[src/rtl/wrf_channel_drain.sv]
// Drains the out-of-order write-response channel into a DEPTH-entry FIFO and presents it as a valid/ready stream.
// An entry returned in cycle N is visible in N+1. Reads only go out against free credit, so stalls never drop data.
module wrf_channel_drain #(
   parameter int HDR_WIDTH  = 80,
   parameter int DATA_WIDTH = 64,
   parameter int DEPTH      = 4,
   parameter int CNT_WIDTH  = 32
) (
   input  logic                  clk,
   input  logic                  rst,
   input  logic [HDR_WIDTH-1:0]  ch_meta,
   input  logic [DATA_WIDTH-1:0] ch_data,
   input  logic                  ch_valid,
   input  logic                  ch_empty,
   output logic                  ch_read_en,
   output logic [HDR_WIDTH-1:0]  out_meta,
   output logic [DATA_WIDTH-1:0] out_data,
   output logic                  out_valid,
   input  logic                  out_ready,
   output logic [CNT_WIDTH-1:0]  count_delivered,
   output logic                  spurious_err,
   output logic                  drained
);
   localparam int PW = $clog2(DEPTH);
   localparam int CW = PW + 1;
   localparam logic [CW-1:0] DEPTH_C = CW'(DEPTH);

   logic [HDR_WIDTH-1:0]  meta_mem_q [DEPTH];
   logic [DATA_WIDTH-1:0] data_mem_q [DEPTH];

   logic [PW-1:0]        head_q, head_d, tail_q, tail_d;
   logic [CW-1:0]        occ_q, occ_d, inflight_q, inflight_d;
   logic [CW-1:0]        credit;
   logic [CNT_WIDTH-1:0] cnt_q, cnt_d;
   logic                 spur_q, spur_d;
   logic                 push, pop;

   assign out_valid = (occ_q != '0);

   always_comb begin
      credit     = DEPTH_C - occ_q - inflight_q;
      ch_read_en = ~rst & ~ch_empty & (credit != '0);
      // a return with nothing outstanding is dropped, never written
      push       = ch_valid & (inflight_q != '0);
      pop        = out_valid & out_ready;

      inflight_d = inflight_q + CW'(ch_read_en) - CW'(push);
      occ_d      = occ_q + CW'(push) - CW'(pop);
      tail_d     = tail_q + PW'(push);
      head_d     = head_q + PW'(pop);
      cnt_d      = cnt_q + CNT_WIDTH'(pop);
      spur_d     = spur_q | (ch_valid & (inflight_q == '0));
   end

   always_ff @(posedge clk) begin
      if (push) begin
         meta_mem_q[tail_q] <= ch_meta;
         data_mem_q[tail_q] <= ch_data;
      end
   end

   always_ff @(posedge clk or posedge rst) begin
      if (rst) begin
         head_q     <= '0;
         tail_q     <= '0;
         occ_q      <= '0;
         inflight_q <= '0;
         cnt_q      <= '0;
         spur_q     <= 1'b0;
      end else begin
         head_q     <= head_d;
         tail_q     <= tail_d;
         occ_q      <= occ_d;
         inflight_q <= inflight_d;
         cnt_q      <= cnt_d;
         spur_q     <= spur_d;
      end
   end

   // gating with out_valid keeps the outputs at zero while storage is still unwritten
   assign out_meta        = out_valid ? meta_mem_q[head_q] : '0;
   assign out_data        = out_valid ? data_mem_q[head_q] : '0;
   assign count_delivered = cnt_q;
   assign spurious_err    = spur_q;
   assign drained         = (occ_q == '0) & (inflight_q == '0) & ch_empty;

endmodule

[config.mk]
export PLATFORM = sky130hd
export DESIGN_NAME = wrf_channel_drain
export DESIGN_NICKNAME = d
export VERILOG_FILES = /design/src/rtl/wrf_channel_drain.sv
export SDC_FILE = /design/constraint.sdc
export NUM_CORES = 1
export LEC_CHECK = 0
export ABC_AREA = 1
export CORE_MARGIN = 3
export CORE_UTILIZATION = 45
export DETAILED_ROUTE_END_ITERATION = 8
export GPL_TIMING_DRIVEN = 0
export PLACE_DENSITY = 0.67
export SLEW_MARGIN = 20
export SYNTH_ARGS = -nofsm -noshare
export SYNTH_HDL_FRONTEND = slang
export SYNTH_SLANG_ARGS = --single-unit
export TNS_END_PERCENT = 30
[constraint.sdc]
create_clock -name clk -period 12.55 [get_ports clk]
set_clock_uncertainty 0.05 [all_clocks]
set_input_delay 2.51 -clock clk [delete_from_list [all_inputs] [get_ports clk]]
set_output_delay 2.51 -clock clk [all_outputs]
set_load 0.02 [all_outputs]
Yosys cells after proc, flatten, opt, wreduce, memory -nomap -nowiden
Memory sizes are Yosys's and may differ from the RTL's.
Index checks and enable logic that the tools add are counted.
- memories: 2
- input bits: 149
- output and inout port bits: 180
- RAM bits: 576
- bits in registers: 43
- memory list (memory ; words ; width ; rd ports ; clocked after memory_dff ; wr ports ; RTL line ; RTL):
    meta_mem_q ; 4 ; 80 ; 1 ; 0 ; 1 ; 28 ; logic [HDR_WIDTH-1:0] meta_mem_q [DEPTH];
    data_mem_q ; 4 ; 64 ; 1 ; 0 ; 1 ; 29 ; logic [DATA_WIDTH-1:0] data_mem_q [DEPTH];
- $add $sub $neg: 9
- bitwise operators: 10
- muxes and demuxes: 4
- reduce and logical (&&, ||, !) cells: 5
- operator list (cell ; count):
    two-way mux 80 bit ; 1
    two-way mux 64 bit ; 1
    adder 32 x 1 -> 32 bit ; 1
    nonzero test 3 bit ; 3
    bitwise AND 1 bit ; 7
    adder 3 x 1 -> 3 bit ; 2
    logical NOT 3 bit ; 2
    subtractor 3 x 1 -> 3 bit ; 2
    adder 2 x 1 -> 2 bit ; 2
    subtractor 3 bit ; 1
    subtractor 3 bit, first input constant ; 1
    two-way mux 1 bit ; 2
    NOT 1 bit ; 2
    OR 1 bit ; 1

Depth between registers and ports, before layout
Gate-level depths: netlist of run 1.
- depth in word-level cells: 6
- depth in mapped cells: 14
- mapped depth without buffers: 14

Worst setup path before layout of run 1
Ideal clock, no wire load.
- kind: input -> register
- from: in ch_valid
- to: mem data_mem_q[0][0], enable pin
- path slack: -930 ps
- setup time: 825 ps
- arrival time: 12605 ps
- cell stages on the path: 4
- buffers on the path: 0
- path through: inv_1 nor2_1 inv_1 nor3_1
- word-level cells in the longest chain between the ends: 3
- RTL lines (element ; RTL line ; RTL):
    start, declared ; 13 ; input logic ch_valid,
    bitwise AND 1 bit ; 44 ; push = ch_valid & (inflight_q != '0);
    two-way mux 1 bit ; 56 ; if (push) begin
    two-way mux 1 bit (not written as such) ; 58 ; data_mem_q[tail_q] <= ch_data;
    end, declared ; 29 ;
No other way between the ends.

Final worst setup path of run 1
- from: in rst
- to: out ch_read_en
- word-level cells in the longest chain between the ends: 3
- RTL lines (element ; RTL line ; RTL):
    start, declared ; 10 ; input logic rst,
    NOT 1 bit ; 42 ; ch_read_en = ~rst & ~ch_empty & (credit != '0);
    bitwise AND 1 bit (2 in a row) ; 42 ;
    end, declared ; 15 ; output logic ch_read_en,
No other way between the ends.

==> results.yml, run 1 <==
route:
  ant_nets: 0
  drt_iter0_drc: 1227
  first_pass_iters: 5
  route.detailed.drc: 0
  drt_wl_total_um: 66600
  route.vias.total: 16800
  drt-wirelength-per-cell_um: 21.0
  vias_per_cell: 5.29
global_route:
  grt.total_usage_pct: 23.0
  grtUsageMet2_pct: 38.5
  grtUsageMet3_pct: 5.42
  grt_antenna_before_repair: 10
  grt_max_degree: 29
  overflow: 0
  grt_busiest_layer: "met2"
  use_met1_pct: 30.1
  grt_pass1_vias: 16600
  grt_pass1_wl_um: 99200
yosys:
  synth_xor_area_share_pct: 1.00
  yosysWarnings: 0
  synth.distinct_cells: 29
  syn_area_per_cell_um2: 12.4
  ys_ff_latch: 619
  synth_fa_ha_area_share_pct: 0.572
  syn_nets: 2136
  ys_seq_area_share_pct: 75.0
  synth_area_mm2: 0.0245
  synth_most_common_cell: "nor2_1"
  netlist_instances: 1977
  synth_top_family_by_area: "simple AND/OR/NAND/NOR gates"
  muxShareOfSynthArea_pct: 0
  netlist_top_cells_count: "620 x nor2_1, 576 x edfxtp_1, 278 x o21ai_0"
  synth-compound-area-share_pct: 8.86
  yosysTopAreaCell: "edfxtp_1"
  synthSimpleGateAreaFrac_pct: 11.8
  async_reset_ff_share_pct: 6.95
  ys_top_cells_by_area: "edfxtp_1 71%, nor2_1 9.5%, o21ai_0 5.7%"
  synth_top_area_share_pct: 70.6
  synth_edf_count: 576
  synth_flop_cell: "edfxtp_1"
floorplanning:
  rows: 84
  die-height_um: 239
  core_area_mm2: 0.0532
  initial_utilization_pct: 46.0
  dieWidth_um: 239
  io_pins: 329
  die-area_mm2: 0.0572
timing:
  fin_crit_sh_pct: 54.5
  maxSlewViolCount: 0
  worstMarginPinSlew_ps: 773
  finalHoldViolCount: 0
  grt_setup_unrepaired: "no"
  period_needed_ps: 6840
  relSlewSlack_pct: 48.2
  fmax_ghz: 0.146
  timing.hold.ws_ps: 432
  setup_viol: 0
power_and_ir_drop:
  p_leak_nw: 11.0
  total_power_w: 0.00847
  ir_drop_mv: 0.168
  pwr_density_cell_mw_per_mm2: 268
final_layout:
  multiInputGateArea_mm2: 0.00546
  utilization_pct: 59.4
  fin_cells: 3174
  nets: 2592
  fillers: 4117
  layout-area-overhead-vs-synth_pct: 29.0
  drive_gt1_share_pct: 8.79
  seq_area_mm2: 0.0184
worst_setup_path:
  timing_worst_setup_path_type: "primary input to output port"
  crit_fanout: 28
  worst-endpoint-arrival_ps: 4280
  start_kind: "primary input"
  crit_required_ps: 9990
  cp-end-kind: "output port"
cts:
  holdBufCountCts: 0
  cts_max_level: 3
  cts-resized-gates: 0
  cts_setup_buffers: 0
  clock_sinks: 619
  clock_latency_ps: 580
  clkTransAtPathRegs_ps: 60
  clockBufferDepth: 3
  numCtsBuffers: 67
  cts_tree: "yes"
  cts_root_buf: "clkbuf_16"
place:
  globalplace.congestion: 0.884
  dp.final_hpwl_um: 44600
  placed_cells: 3052
  port_buffers: 328
min_path:
  min_path_type: "register to register"
job:
  drv_cap: 0
run_status:
  status: "finished, final reports clean"
[power by group]
group	leakage (nW)	internal (W)	switching (W)
Combinational	4.11	0.00140	0.00231
Sequential	5.83	0.00270	0.0000978
Clock	1.07	0.00118	0.000781
Total	11.0	0.00528	0.00319
[critical path, cell delays in order]
cell	delay [ps]
clkdlybuf4s50_1	410
inv_2	480
nand3_1	140
inv_1	120
clkdlybuf4s50_1	610
[through the flow]
| step | instance area (um2) | setup WS, ps | TNS, ps |
|---|---|---|---|
| final | 31600 | 5710 | 0 |
| after global routing | 31600 | 5560 | 0 |
| after CTS | 31600 | 5650 | 0 |
| after detailed placement | 29400 | 5660 | 0 |
| after global placement | 28600 | -9560 | -3539840 |
| after floorplan | 24500 | -930 | -267720 |
[routing by layer]
| layer | up-vias | wire, um |
|---|---|---|
| met5 | - | 58 |
| met4 | 8 | 1550 |
| met3 | 103 | 4500 |
| met2 | 573 | 32900 |
| met1 | 8245 | 27600 |
| li1 | 7869 | - |
[cell usage in the layout, fill, tap and decap left out, types with 3 or more instances in the layout]
cell type / instances
nor3_1: 7
buf_6: 13
clkinv_1: 12
clkinv_2: 9
o21ai_0: 278
xor2_1: 18
diode_2: 5
buf_2: 25
nand4_1: 6
ha_1: 8
edfxtp_1: 576
bufinv_16: 7
clkbuf_16: 71
o21ai_1: 10
nor2_1: 618
nand2_1: 81
nand3_1: 10
nand3b_1: 7
buf_12: 9
dfrtp_1: 43
buf_16: 7
buf_4: 55
inv_2: 4
inv_1: 33
clkdlybuf4s50_1: 328
clkbuf_1: 58
buf_1: 12
nor2_4: 3
a21oi_1: 144
xnor2_1: 10
[path summary, 6_finish.rpt]
| kind | from | slack, ps | endpoint | cells after the start |
|---|---|---|---|---|
| worst min register to register | spurious_err$_DFF_PP0_ | 430 | spurious_err$_DFF_PP0_ | 1 |
| worst max-delay path | rst | 5710 | ch_read_en | 5 |
| max in group asynchronous | rst | 9640 | head_q[1]$_DFF_PP0_ | 3 |
| worst min-delay path | spurious_err$_DFF_PP0_ | 430 | spurious_err$_DFF_PP0_ | 1 |
| min in group asynchronous | rst | 2290 | inflight_q[0]$_DFF_PP0_ | 2 |
| worst max register to register | inflight_q[1]$_DFF_PP0_ | 9260 | data_mem_q[0][41]$_DFFE_PP_ | 11 |
[flip-flops by register name (all words and copies together) (netlist names)]
register	cells
data_mem_q	256
inflight_q	3
meta_mem_q	320
head_q	2
spurious_err	1
occ_q	3
count_delivered	32
tail_q	2
[final cells by class]
cell class / instances / share of cell area (%)
Timing Repair Buffer: 387 / 12.7
Tap cell: 688 / 2.72
Sequential cell: 619 / 58.2
Buffer: 109 / 1.69
Clock inverter: 34 / 1.11
Inverter: 37 / 0.440
Clock buffer: 83 / 5.80
Antenna cell: 5 / 0.0396
Multi-Input combinational cell: 1212 / 17.3
[kinds of logic (layout without fill, tap and decap cells)]
kind of cell             after synthesis  after routing
adder cells (fa/ha/maj)               10             10
AO/OA/AOI/OAI                        433            433
AND/OR/NAND/NOR                      741            741
other                                  0              5
flip-flops                           619            619
XOR/XNOR                              28             28
buffers and inverters                146            650
Note: power is estimated with default switching activity, not from simulation.
==> run 2: changes to the inputs <==
==> constraint.sdc (replaced) <==
create_clock -name clk -period 6.81 [get_ports clk]
set_clock_uncertainty 0.05 [all_clocks]
set_input_delay 1.362 -clock clk [delete_from_list [all_inputs] [get_ports clk]]
set_output_delay 1.362 -clock clk [all_outputs]
set_load 0.02 [all_outputs]
==> results.yml, run 2 (same netlist as run 1, synthesis figures left out) <==
run_status:
  status: "finished, final reports clean"
route:
  drt_wl_total_um: 66600
  ant_nets: 0
  first_pass_iters: 6
  drt-wirelength-per-cell_um: 21.1
  route.detailed.drc: 0
  drt_iter0_drc: 1451
  vias_per_cell: 5.31
  route.vias.total: 16800
timing:
  fmax_ghz: 0.213
  finalHoldViolCount: 0
  period_needed_ps: 4690
  setup_viol: 0
  grt_setup_unrepaired: "no"
  worst_slack_ps: 2120
  tns_ps: 0
  fin_crit_sh_pct: 68.8
  relSlewSlack_pct: 45.8
  maxSlewViolCount: 0
  worstMarginPinSlew_ps: 810
cts:
  cts_root_buf: "clkbuf_16"
  clock_latency_ps: 590
  cts-resized-gates: 0
  cts_setup_buffers: 0
  cts_tree: "yes"
  clock_sinks: 619
  cts_max_level: 3
  holdBufCountCts: 0
  numCtsBuffers: 67
  clockBufferDepth: 3
  clkTransAtPathRegs_ps: 60
place:
  place_ws_ps: 2250
  port_buffers: 328
  globalplace.congestion: 0.835
  dp.final_hpwl_um: 44700
  placed_cells: 3038
global_route:
  grt_max_degree: 35
  grt_pass1_vias: 16700
  grt.total_usage_pct: 23.2
  grt_antenna_before_repair: 8
  grt_pass1_wl_um: 100000
  overflow: 0
final_layout:
  final_cell_mix: "618 x nor2_1, 576 x edfxtp_1, 328 x clkdlybuf4s50_1"
  utilization_pct: 59.3
  final_common_cell: "nor2_1"
  drive_gt1_share_pct: 7.94
  regMostFlops: "meta_mem_q"
  layout-area-overhead-vs-synth_pct: 28.9
  largest_reg_flops: 320
  fillers: 4208
  seq_area_mm2: 0.0184
  fin_cells: 3159
  multiInputGateArea_mm2: 0.00547
  nets: 2578
worst_setup_path:
  crit_fanout: 10
  crit_slowest_cell: "clkdlybuf4s50_1"
  start_kind: "register"
  timing_worst_setup_path_type: "register to output port"
  crit_required_ps: 5400
  cpPeakStageDelay_ps: 670
  cp_cell_sequence: "inv_2, buf_2, clkbuf_1, o21ai_0, a21oi_1, clkdlybuf4s50_1"
  cp-end-kind: "output port"
  worst-endpoint-arrival_ps: 3270
power_and_ir_drop:
  ir_drop_mv: 0.341
  pwr_density_cell_mw_per_mm2: 490
  p_comb_share_pct: 44.6
  p_leak_nw: 10.9
  total_power_w: 0.0154
  p_seq_share_pct: 33.4
  switchingPower_w: 0.00589
  clockPowerShare_pct: 22.0
  p_int_w: 0.00956
  sw_frac_of_total_pct: 38.1
floorplanning:
  dieWidth_um: 239
  die-area_mm2: 0.0572
  io_pins: 329
  die-height_um: 239
  rows: 84
  core_area_mm2: 0.0532
  initial_utilization_pct: 46.0
job:
  drv_cap: 0
min_path:
  min_path_type: "register to register"
## run 2: cell types whose count changed in the layout (fill, tap and decap cells not counted), sizes merged
cell,previous run,this run
buf,121,107
inv,39,40
diode,5,2
clkinv,23,24
clkbuf,130,134
bufinv,7,3
## run 2: worst max-delay path: cells and delay by family (launching register included)
| family | cells | cell delay, ps |
|---|---|---|
| flops | 1 | 390 |
| compound gates | 2 | 480 |
| buf+inv | 4 | 1800 |
## run 2: final cells by class
class / instances / area share [%]
antenna: 2 / 0.0159
buffer: 109 / 1.69
clock buffer: 87 / 5.62
clock inverter: 32 / 0.860
inverter: 37 / 0.440
multi-input combinational: 1212 / 17.3
sequential: 619 / 58.2
tap: 688 / 2.73
timing repair buffer: 373 / 13.1
## run 2: worst paths after layout
| path | start | to | slack, ps | cells after the start |
|---|---|---|---|---|
| min reg2reg | spurious_err$_DFF_PP0_ | spurious_err$_DFF_PP0_ | 430 | 1 |
| max | head_q[0]$_DFF_PP0_ | out_data[35] | 2120 | 6 |
| min | spurious_err$_DFF_PP0_ | spurious_err$_DFF_PP0_ | 430 | 1 |
| min in group asynchronous | rst | tail_q[1]$_DFF_PP0_ | 990 | 2 |
| max reg2reg | inflight_q[1]$_DFF_PP0_ | meta_mem_q[0][18]$_DFFE_PP_ | 3700 | 10 |
| max in group asynchronous | rst | count_delivered[20]$_DFF_PP0_ | 5250 | 3 |
## run 2: power by group through the flow
| stage | clock (W) | combinational (W) | sequential, W |
|---|---|---|---|
| floorplan | 0 | 0.00353 | 0.00535 |
| global placement | 0 | 0.00654 | 0.00547 |
| detailed placement | 0 | 0.00693 | 0.00523 |
| CTS | 0.00347 | 0.00698 | 0.00516 |
| global route | 0.00362 | 0.00746 | 0.00521 |
| finish | 0.00340 | 0.00689 | 0.00516 |
## run 2: metrics by stage
stage	hold slack, ps	area (um2)
final	427	31600
after global routing	482	31600
after CTS	433	31600
after detailed placement	421	29500
after global placement	411	28600
after floorplan	428	24500
## run 2: metal layers
layer / vias up / global-route usage (%) / part of all wire (%)
met5: - / 0 / 0.14
met4: 14 / 5.83 / 2.2
met3: 122 / 5.83 / 7.4
met2: 565 / 39.7 / 50
met1: 8248 / 29.8 / 40
li1: 7839 / - / -
